===== config.mk =====
export PLATFORM = sky130hd
export DESIGN_NAME = bitop_op_decoder
export DESIGN_NICKNAME = d
export VERILOG_FILES = /design/src/rtl/bitop_pkg.sv /design/src/rtl/bitop_vfifo2.sv /design/src/rtl/bitop_op_decoder.sv
export SDC_FILE = /design/constraint.sdc
export NUM_CORES = 1
export LEC_CHECK = 0
export CORE_MARGIN = 2
export CORE_UTILIZATION = 45
export DETAILED_ROUTE_END_ITERATION = 12
export PLACE_DENSITY = 0.78
export RECOVER_POWER = 25
export SLEW_MARGIN = 20
export SYNTH_ARGS = -nofsm -noshare
export SYNTH_HDL_FRONTEND = slang
export SYNTH_SLANG_ARGS = --single-unit

===== constraint.sdc =====
create_clock -name clk -period 9 [get_ports clk]
set_input_delay 1.8 -clock clk [delete_from_list [all_inputs] [get_ports clk]]
set_output_delay 1.8 -clock clk [all_outputs]
set_load 0.02 [all_outputs]

===== src/rtl/bitop_pkg.sv =====
// Shared types for the AND/OR select decoder: verdict classes and select encodings.
package bitop_pkg;

    typedef enum logic [1:0] {
        AND   = 2'd0,
        OR    = 2'd1,
        AMBIG = 2'd2,
        BAD   = 2'd3
    } op_class_t;

    localparam logic X_AND = 1'b1;
    localparam logic X_OR  = 1'b0;

endpackage


===== src/rtl/bitop_vfifo2.sv =====
// Two-entry valid/ready FIFO with a registered head, so the head holds the last popped
// word once the FIFO drains.
module bitop_vfifo2 #(
    parameter int DW = 11
) (
    input  logic          clk,
    input  logic          rst,
    input  logic          in_valid,
    output logic          in_ready,
    input  logic [DW-1:0] in_data,
    output logic          out_valid,
    input  logic          out_ready,
    output logic [DW-1:0] out_data
);

    logic [1:0]    count_q, count_d;
    logic [DW-1:0] head_q, head_d;
    logic [DW-1:0] tail_q, tail_d;
    logic          push, pop;

    // Ready is derived from occupancy only, so a pop while full does not open a slot.
    assign in_ready  = (count_q != 2'd2);
    assign out_valid = (count_q != 2'd0);
    assign out_data  = head_q;
    assign push      = in_valid && in_ready;
    assign pop       = out_valid && out_ready;

    always_comb begin
        count_d = count_q;
        head_d  = head_q;
        tail_d  = tail_q;
        case ({push, pop})
            2'b10: begin
                if (count_q == 2'd0) begin
                    head_d  = in_data;
                    count_d = 2'd1;
                end else begin
                    tail_d  = in_data;
                    count_d = 2'd2;
                end
            end
            2'b01: begin
                if (count_q == 2'd2) begin
                    head_d  = tail_q;
                    count_d = 2'd1;
                end else begin
                    count_d = 2'd0;
                end
            end
            // Push and pop together can only happen at occupancy 1.
            2'b11: head_d = in_data;
            default: ;
        endcase
    end

    always_ff @(posedge clk or posedge rst) begin
        if (rst) begin
            count_q <= 2'd0;
            head_q  <= '0;
            tail_q  <= '0;
        end else begin
            count_q <= count_d;
            head_q  <= head_d;
            tail_q  <= tail_d;
        end
    end

endmodule


===== src/rtl/bitop_op_decoder.sv =====
// Recovers the AND/OR select bit from (a, b, result) tuples, queues verdicts and keeps
// saturating per-class statistics plus a sticky error flag.
module bitop_op_decoder
    import bitop_pkg::*;
#(
    parameter int WIDTH = 8,
    parameter int CNT_W = 16
) (
    input  logic             clk,
    input  logic             rst,
    input  logic             in_valid,
    output logic             in_ready,
    input  logic [WIDTH-1:0] in_a,
    input  logic [WIDTH-1:0] in_b,
    input  logic [WIDTH-1:0] in_result,
    output logic             out_valid,
    input  logic             out_ready,
    output logic             out_x,
    output logic [1:0]       out_class,
    output logic [WIDTH-1:0] out_result,
    input  logic             clr_err,
    output logic             err,
    output logic [CNT_W-1:0] cnt_and,
    output logic [CNT_W-1:0] cnt_or,
    output logic [CNT_W-1:0] cnt_ambig,
    output logic [CNT_W-1:0] cnt_bad
);

    localparam int DW = WIDTH + 3;

    logic          and_m, or_m, x;
    op_class_t     cls;
    logic          accept;
    logic          err_q, err_d;
    logic [DW-1:0] fifo_out;

    always_comb begin
        and_m = (in_result == (in_a & in_b));
        or_m  = (in_result == (in_a | in_b));
        cls   = BAD;
        x     = X_OR;
        if (and_m && or_m) begin
            cls = AMBIG;
        end else if (and_m) begin
            cls = AND;
            x   = X_AND;
        end else if (or_m) begin
            cls = OR;
        end
    end

    assign accept = in_valid && in_ready;

    bitop_vfifo2 #(.DW(DW)) u_fifo (
        .clk       (clk),
        .rst       (rst),
        .in_valid  (in_valid),
        .in_ready  (in_ready),
        .in_data   ({x, cls, in_result}),
        .out_valid (out_valid),
        .out_ready (out_ready),
        .out_data  (fifo_out)
    );

    assign out_x      = fifo_out[DW-1];
    assign out_class  = fifo_out[DW-2:DW-3];
    assign out_result = fifo_out[WIDTH-1:0];

    // One saturating counter per verdict class, indexed by the class encoding.
    for (genvar gi = 0; gi < 4; gi++) begin : g_cnt
        logic [CNT_W-1:0] cnt_q, cnt_d;

        always_comb begin
            cnt_d = cnt_q;
            if (accept && (cls == op_class_t'(gi)) && (cnt_q != {CNT_W{1'b1}})) begin
                cnt_d = cnt_q + CNT_W'(1);
            end
        end

        always_ff @(posedge clk or posedge rst) begin
            if (rst) begin
                cnt_q <= '0;
            end else begin
                cnt_q <= cnt_d;
            end
        end
    end

    assign cnt_and   = g_cnt[0].cnt_q;
    assign cnt_or    = g_cnt[1].cnt_q;
    assign cnt_ambig = g_cnt[2].cnt_q;
    assign cnt_bad   = g_cnt[3].cnt_q;

    // A BAD accept takes priority over a clear in the same cycle.
    always_comb begin
        err_d = err_q;
        if (accept && (cls == BAD)) begin
            err_d = 1'b1;
        end else if (clr_err) begin
            err_d = 1'b0;
        end
    end

    always_ff @(posedge clk or posedge rst) begin
        if (rst) begin
            err_q <= 1'b0;
        end else begin
            err_q <= err_d;
        end
    end

    assign err = err_q;

endmodule

==> results of run 1 <==
==> cell families (layout without fill, tap and decap cells) <==
kind of cell | count (synthesis) | count (layout)
AND/OR/NAND/NOR | 165 | 165
multiplexers | 26 | 26
XOR/XNOR | 72 | 72
buffers and inverters | 20 | 138
adder cells (fa/ha/maj) | 13 | 13
flip-flops | 89 | 89
AO/OA/AOI/OAI | 31 | 31
==> stage by stage <==
stage	hold WS (ns)	setup slack (ns)	instance area (µm²)
finish	0.495	4.65	5850
global route	0.520	4.38	5850
CTS	0.499	4.66	5850
detailed placement	0.482	4.30	5630
global placement	0.464	4.45	5630
floorplan	0.449	4.89	4410
==> power by group <==
| part | internal, mW | switching [mW] | total [mW] |
|---|---|---|---|
| registers | 0.475 | 0.0632 | 0.538 |
| logic | 0.195 | 0.216 | 0.411 |
| clock network | 0.165 | 0.143 | 0.308 |
==> metal layers <==
metal	global-route usage (%)	routed length (µm)	vias up
li1	-	-	1674
met1	23.5	4200	1696
met2	31.5	4690	81
met3	4.34	522	6
met4	5.97	84	0
met5	0	0	-
==> flip-flops by register name, summed over array words and instances (netlist names) <==
name	count
cnt_ambig	16
cnt_and	16
cnt_bad	16
cnt_or	16
err	1
u_fifo.count_q	2
u_fifo.out_data	11
u_fifo.tail_q	11
==> layout make-up <==
cell class              count  share of cell area [%]
clock buffers              12                    2.48
flip-flops and latches     89                    38.1
repair buffers            108                    18.4
multi-input cells         307                    36.0
inverters                  14                   0.919
well taps                 133                    2.84
clock inverters             4                    1.30
==> synthesized netlist by cell type, types with 2 or more instances <==
master	instances	area, µm²
sky130_fd_sc_hd__dfrtp_1	89	2230
sky130_fd_sc_hd__xor2_1	36	315
sky130_fd_sc_hd__nor3b_1	2	15.0
sky130_fd_sc_hd__nand4_1	28	175
sky130_fd_sc_hd__and3_1	10	62.6
sky130_fd_sc_hd__o21a_1	2	15.0
sky130_fd_sc_hd__nor2_1	42	158
sky130_fd_sc_hd__nor3_1	5	25.0
sky130_fd_sc_hd__nand2_1	35	131
sky130_fd_sc_hd__buf_2	4	20.0
sky130_fd_sc_hd__a21oi_1	14	70.1
sky130_fd_sc_hd__nor4_1	5	31.3
sky130_fd_sc_hd__mux2i_1	10	100
sky130_fd_sc_hd__and4_1	5	43.8
sky130_fd_sc_hd__a31oi_1	6	37.5
sky130_fd_sc_hd__ha_1	13	163
sky130_fd_sc_hd__nand3_1	21	105
sky130_fd_sc_hd__or2_2	3	18.8
sky130_fd_sc_hd__clkbuf_1	2	7.51
sky130_fd_sc_hd__inv_1	13	48.8
sky130_fd_sc_hd__mux2_2	16	180
sky130_fd_sc_hd__o21ai_0	5	25.0
sky130_fd_sc_hd__xnor2_1	36	315
==> how the worst min path moves through the flow <==
stage                                  from                            to  slack, ns
2_1_floorplan  u_fifo.tail_q[8]$_DFFE_PP0P_  u_fifo.tail_q[8]$_DFFE_PP0P_       0.45
4_1_cts        u_fifo.tail_q[9]$_DFFE_PP0P_  u_fifo.tail_q[9]$_DFFE_PP0P_       0.50
3_5_place_dp   u_fifo.tail_q[9]$_DFFE_PP0P_  u_fifo.tail_q[9]$_DFFE_PP0P_       0.48
6_report       u_fifo.tail_q[9]$_DFFE_PP0P_  u_fifo.tail_q[9]$_DFFE_PP0P_       0.49
3_3_place_gp   u_fifo.tail_q[8]$_DFFE_PP0P_  u_fifo.tail_q[8]$_DFFE_PP0P_       0.46
5_1_grt           cnt_ambig[14]$_DFFE_PP0P_     cnt_ambig[14]$_DFFE_PP0P_       0.52
==> tightest hold or removal path, stage by stage, from the launching register on <==
cell and delay (ns):
sky130_fd_sc_hd__dfrtp_1 0.35, sky130_fd_sc_hd__nand2_1 0.04, sky130_fd_sc_hd__o21ai_0 0.06
==> cell usage in the layout, fill, tap and decap left out, drive strengths merged, types with 12 or more instances in the layout <==
cell type	count
mux2	16
clkdlybuf4s50	105
a21oi	14
nor2	42
nand2	35
nand3	21
dfrtp	89
nand4	28
inv	13
xor2	36
clkbuf	12
xnor2	36
ha	13
==> summary.txt, run 1 <==
======================================================================================================
Htree depth                                                                                          3
RSZ-0062 raised after global routing                                                             false
Clock transition at the register clock pins on the worst setup and hold paths after CTS        0.09 ns
Vias after detailed routing                                                                       3457
Die height                                                                                      103 µm
Critical path depth                                                                                  9
Tightest slew margin relative to the limit                                                       43.7%
Clock buffer count from CTS                                                                          9
Post-route setup TNS                                                                              0 ns
Netlist area before placement                                                              0.00441 mm²
Pin count of the biggest net entering global routing                                                90
WL/cell                                                                                        14.2 µm
Highest Clock Rate                                                                             230 MHz
Most common cell type on the critical path                                                sky130_fd_sc_hd__xor2_1
Count of port buffers added during placement                                                       106
Number of slew-limit violations in the final report                                                  0
Seq. cell area                                                                             0.00223 mm²
Placeable core area                                                                        0.00964 mm²
Mux share of post-synthesis cell area                                                            6.35%
Remaining design rule violation count                                                                0
Peak supply drop                                                                              0.171 mV
Xor/xnor cell area share of the yosys netlist                                                    14.3%
Row count                                                                                           36
Vias per Instance                                                                                 5.18
Leakage dissipation                                                                            2.55 nW
Share of synthesized cell area in and, or, nand and nor gates                                    19.3%
Placer Congestion                                                                                0.785
Die width                                                                                       103 µm
R2r setup slk                                                                                  6.16 ns
Depth of the worst register-to-register path                                                         9
GRT overflow                                                                                         0
Total routing resource utilization after global routing                                          18.6%
Total of fill cells in the finished design                                                         844
Unique masters post-synth                                                                           37
Delay of the slowest critical-path stage                                                       0.62 ns
Dominant synthesized flop cell                                                            sky130_fd_sc_hd__dfrtp_1
Post-detailed-route count of antenna-violating nets                                                  0
Final net count                                                                                    571
Worst hold path cell count                                                                           2
Number of synthesized flops with an enable pin                                                       0
Top-Level Pins                                                                                     107
Cell-by-cell trace of the critical path                                                   clkdlybuf4s50_1 -> xor2_1 -> nand4_1 -> nor4_1 -> ha_1 -> nor4b_1 -> o21ai_0 -> nor2_1 -> xor2_1
Count of yosys warnings during synthesis                                                             0
Multi-input logic area                                                                     0.00210 mm²
Average instance area after synthesis                                                         10.6 µm²
CTS tree                                                                                          done
Hold Path Class                                                                           flip-flop to flip-flop
Data arrival time of the critical path                                                         4.62 ns
Violation count after the first detailed-route iteration                                            97
Combinational family with the most area after synthesis                                   simple AND/OR/NAND/NOR gates
Quantity of gates resized following cts                                                              0
Number of buffer and inverter stages on the critical path                                            1
Number of global-route vias before repair                                                         3356
Final Core Density                                                                               60.7%
Number of buffers on the longest clock path                                                          2
Critical path endpoint category                                                              flip-flop
Number of endpoints with negative hold slack in the final report                                     0
Share of final-layout standard cells stronger than drive strength 1                              7.87%
Final setup vio count                                                                                0
Synth Net Count                                                                                    458
Sequential element share of the synthesized area                                                 50.5%
Skew-Pair Late Insertion Delay                                                                 0.35 ns
Synthesized flop and latch total                                                                    89
Share of flip-flops with an asynchronous set or reset after synthesis                             100%
Number of placed cells counting well taps                                                          651
Total chip power                                                                               1.26 mW
Min cycle time layout                                                                          4.35 ns
Final HPWL from detailed placement                                                             6.94 mm
Final setup skew                                                                             0.0101 ns
Antenna violations before repair                                                                     0
Global-route wire length before repair                                                         15.5 mm
Origin of the critical flop-to-flop path                                                  u_fifo.count_q[0]$_DFFE_PP0P_
First-pass iteration count of the detailed router                                                    4
Pwr Density                                                                                 215 mW/mm²
Area grow syn2layout                                                                             32.7%
Critical path startpoint category                                                           input port
Portion of the clock cycle consumed by the worst path in the final layout                        48.3%
Final standard cell count with taps included and fillers excluded                                  667
Complex-gate fraction of the synthesized area                                                    4.06%
Crit path required time                                                                        9.28 ns
Buffers inserted by post-CTS timing repair                                                           0
Critical Setup Path Class                                                                 input port to flip-flop
Worst setup path endpoint                                                                 cnt_ambig[5]$_DFFE_PP0P_
Cell at the root of the clock tree                                                        sky130_fd_sc_hd__clkbuf_8
Top delay family on crit path                                                             simple AND/OR/NAND/NOR gates
CP Max Fanout                                                                                        4
Worst Setup SP                                                                            in_result[5]
Master of the slowest instance on the critical path                                       sky130_fd_sc_hd__nor4_1
Outcome                                                                                      completed
Capture point of the worst reg-to-reg path                                                u_fifo.out_data[9]$_DFFE_PP0P_
Initial core utilization                                                                         45.8%
Sink count of the clock tree                                                                        89
Antenna diode instance count                                                                         0
Adder and majority cell fraction of the synthesized area                                         3.69%
Hold buffers post-CTS                                                                                0
Maximum capacitance violations                                                                       0
Die area                                                                                    0.0106 mm²
Overall routed net length                                                                      9.50 mm
Tightest Pin Transition                                                                       0.844 ns
Gate count after technology mapping                                                                416
======================================================================================================
Note: power is estimated with default switching activity, not from simulation.
==> run 2: changes to the inputs <==
Settings changed: PLACE_DENSITY 0.78 to 0.81.
Clock period 9 ns to 3.8 ns, I/O delays scaled along.
==> run 2 against run 1 <==
The flow now finishes with violations (max-capacitance violations, max-slew violations). Sequential power up 140%. Cell count increased by 0.60%. Via count shrank 0.87%. Utilization shrank 0.13 points. Sequential share of layout area grew 0.082 points. Die area unchanged. Register-to-register slack worse by 5.1 ns. Critical path depth is 1 higher.
==> summary.txt, run 2 (synthesis results as in run 1) <==
======================================================================================================
Outcome                                                                                   finished with violations
Violated checks                                                                           max-capacitance violations, max-slew violations
Pwr Density                                                                                 496 mW/mm²
Clock buffer count from CTS                                                                          9
Tightest slew margin relative to the limit                                                      -21.8%
WL/cell                                                                                        14.5 µm
Top-Level Pins                                                                                     107
Share of final-layout standard cells stronger than drive strength 1                              8.18%
Skew-Pair Late Insertion Delay                                                                 0.36 ns
Violation count after the first detailed-route iteration                                            65
Total routing resource utilization after global routing                                          19.5%
Placer Congestion                                                                                0.832
Final setup vio count                                                                                0
Die area                                                                                    0.0106 mm²
Origin of the critical flop-to-flop path                                                  u_fifo.count_q[1]$_DFFE_PP0P_
Antenna violations before repair                                                                     0
Tightest Pin Transition                                                                        1.82 ns
Row count                                                                                           36
Total of fill cells in the finished design                                                         829
Total chip power                                                                               2.90 mW
Global-route wire length before repair                                                         16.0 mm
Initial core utilization                                                                         45.8%
Pin count of the biggest net entering global routing                                                43
Die height                                                                                      103 µm
Count of port buffers added during placement                                                       106
CP Max Fanout                                                                                        6
Part of the power in registers                                                                   43.9%
Master of the slowest instance on the critical path                                       sky130_fd_sc_hd__or4_4
Capture point of the worst reg-to-reg path                                                u_fifo.out_data[8]$_DFFE_PP0P_
Worst Setup SP                                                                            in_result[6]
Number of global-route vias before repair                                                         3377
Vias after detailed routing                                                                       3427
Seq. cell area                                                                             0.00223 mm²
R2r setup slk                                                                                  1.08 ns
Number of slew-limit violations in the final report                                                 43
Vias per Instance                                                                                 5.11
GRT overflow                                                                                         0
RSZ-0062 raised after global routing                                                             false
Overall routed net length                                                                      9.76 mm
Critical path startpoint category                                                           input port
Hold buffers post-CTS                                                                                0
Multi-input logic area                                                                     0.00210 mm²
Htree depth                                                                                          3
Top delay family on crit path                                                             simple AND/OR/NAND/NOR gates
Sw Pwr                                                                                          989 µW
Critical path endpoint category                                                              flip-flop
Portion of the clock cycle consumed by the worst path in the final layout                        81.9%
Fraction of power consumed by combinational cells                                                34.0%
Cell-by-cell trace of the critical path                                                   clkdlybuf4s50_1 -> xor2_1 -> nand4_1 -> nor2_1 -> ha_1 -> inv_1 -> or4_4 -> nor3_4 -> nand3_1 -> xnor2_1
First-pass iteration count of the detailed router                                                    4
Clock transition at the register clock pins on the worst setup and hold paths after CTS        0.08 ns
Crit path required time                                                                        4.04 ns
Most common library cell in the layout ignoring fill and taps                             sky130_fd_sc_hd__clkdlybuf4s50_1
Final HPWL from detailed placement                                                             7.33 mm
Post-detailed-route count of antenna-violating nets                                                  0
Min cycle time layout                                                                          3.11 ns
Hold Path Class                                                                           flip-flop to flip-flop
CTS tree                                                                                          done
Number of endpoints with negative hold slack in the final report                                     0
Post-route setup TNS                                                                              0 ns
Clock network power share                                                                        22.1%
Worst setup path endpoint                                                                 cnt_and[10]$_DFFE_PP0P_
Critical Setup Path Class                                                                 input port to flip-flop
Delay of the slowest critical-path stage                                                       0.57 ns
Internal power contribution                                                                    1.91 mW
Startpoint of the most critical hold path                                                 u_fifo.tail_q[8]$_DFFE_PP0P_
Maximum capacitance violations                                                                       1
Quantity of gates resized following cts                                                              0
Cell at the root of the clock tree                                                        sky130_fd_sc_hd__clkbuf_8
Placeable core area                                                                        0.00964 mm²
Most used cells in the layout excluding fill and tap cells                                sky130_fd_sc_hd__clkdlybuf4s50_1, sky130_fd_sc_hd__dfrtp_1, sky130_fd_sc_hd__nor2_1
Critical path depth                                                                                 10
Die width                                                                                       103 µm
Switching power share of the total                                                               34.2%
Area grow syn2layout                                                                             32.4%
Peak supply drop                                                                              0.321 mV
Number of buffers on the longest clock path                                                          2
Sink count of the clock tree                                                                        89
Remaining design rule violation count                                                                0
Depth of the worst register-to-register path                                                        11
Antenna diode instance count                                                                         0
Leakage dissipation                                                                            2.55 nW
Final setup skew                                                                            0.00811 ns
Highest Clock Rate                                                                             321 MHz
Data arrival time of the critical path                                                         3.35 ns
Buffers inserted by post-CTS timing repair                                                           0
Final net count                                                                                    575
Number of buffer and inverter stages on the critical path                                            2
======================================================================================================
==> run 2: changes by cell type in the layout (fill, tap and decap cells not counted) <==
cell                         before  now
sky130_fd_sc_hd__clkbuf_2         0    1
sky130_fd_sc_hd__clkinv_2         0    2
sky130_fd_sc_hd__clkbuf_1         2    4
sky130_fd_sc_hd__clkinvlp_4       1    0
sky130_fd_sc_hd__buf_4            1    4
sky130_fd_sc_hd__buf_6            1    0
sky130_fd_sc_hd__clkinv_4         1    0
sky130_fd_sc_hd__bufinv_16        2    1
==> run 2: cell type report <==
class                           instances  area share [%]
Clock buffer                           13            2.55
Clock inverter                          3           0.686
Inverter                               14           0.921
Multi-Input combinational cell        307            36.0
Sequential cell                        89            38.1
Tap cell                              133            2.85
Timing Repair Buffer                  112            18.8
==> run 2: per-layer routing <==
| layer | part of all wire [%] | wire (µm) | vias to the layer above | global-route usage, % |
|---|---|---|---|---|
| li1 | - | - | 1672 | - |
| met1 | 43 | 4200 | 1650 | 24.4 |
| met2 | 49 | 4800 | 84 | 32.3 |
| met3 | 5.1 | 498 | 21 | 4.54 |
| met4 | 2.6 | 256 | 0 | 8.70 |
| met5 | 0 | 0 | - | 0 |
==> run 2: tightest hold or removal path, stage by stage (launching register included) <==
cell and delay, ns:
sky130_fd_sc_hd__dfrtp_1 0.35, sky130_fd_sc_hd__nand2_1 0.05, sky130_fd_sc_hd__o31ai_1 0.06
==> run 2: worst min-delay path by stage <==
| stage | endpoint | slack, ns | cells past startpoint |
|---|---|---|---|
| after floorplan | u_fifo.tail_q[8]$_DFFE_PP0P_ | 0.45 | 2 |
| after global placement | u_fifo.tail_q[9]$_DFFE_PP0P_ | 0.46 | 2 |
| after detailed placement | u_fifo.tail_q[8]$_DFFE_PP0P_ | 0.47 | 2 |
| after CTS | u_fifo.tail_q[8]$_DFFE_PP0P_ | 0.49 | 2 |
| after global routing | u_fifo.tail_q[9]$_DFFE_PP0P_ | 0.52 | 2 |
| final | u_fifo.tail_q[8]$_DFFE_PP0P_ | 0.50 | 2 |
==> run 2: metrics by stage <==
| step | util, % | hold WS [ns] | setup slack (ns) | std cells | instance area, µm² |
|---|---|---|---|---|---|
| after detailed placement | 58.7 | 0.473 | 0.354 | 655 | 5660 |
| after CTS | 60.7 | 0.494 | 0.677 | 671 | 5850 |
| after global placement | 58.7 | 0.465 | 0.333 | 655 | 5660 |
| final | 60.6 | 0.497 | 0.688 | 671 | 5840 |
| after floorplan | - | 0.449 | 0.733 | 416 | 4410 |
| after global routing | 60.6 | 0.521 | 0.270 | 671 | 5840 |
==> run 2: power by group through the flow <==
stage	Sequential, mW	Combinational [mW]	Clock [mW]
floorplan	1.39	0.465	0
global placement	1.28	0.966	0
detailed placement	1.29	0.993	0
finish	1.27	0.985	0.639
global route	1.30	1.08	0.692
CTS	1.27	0.995	0.653
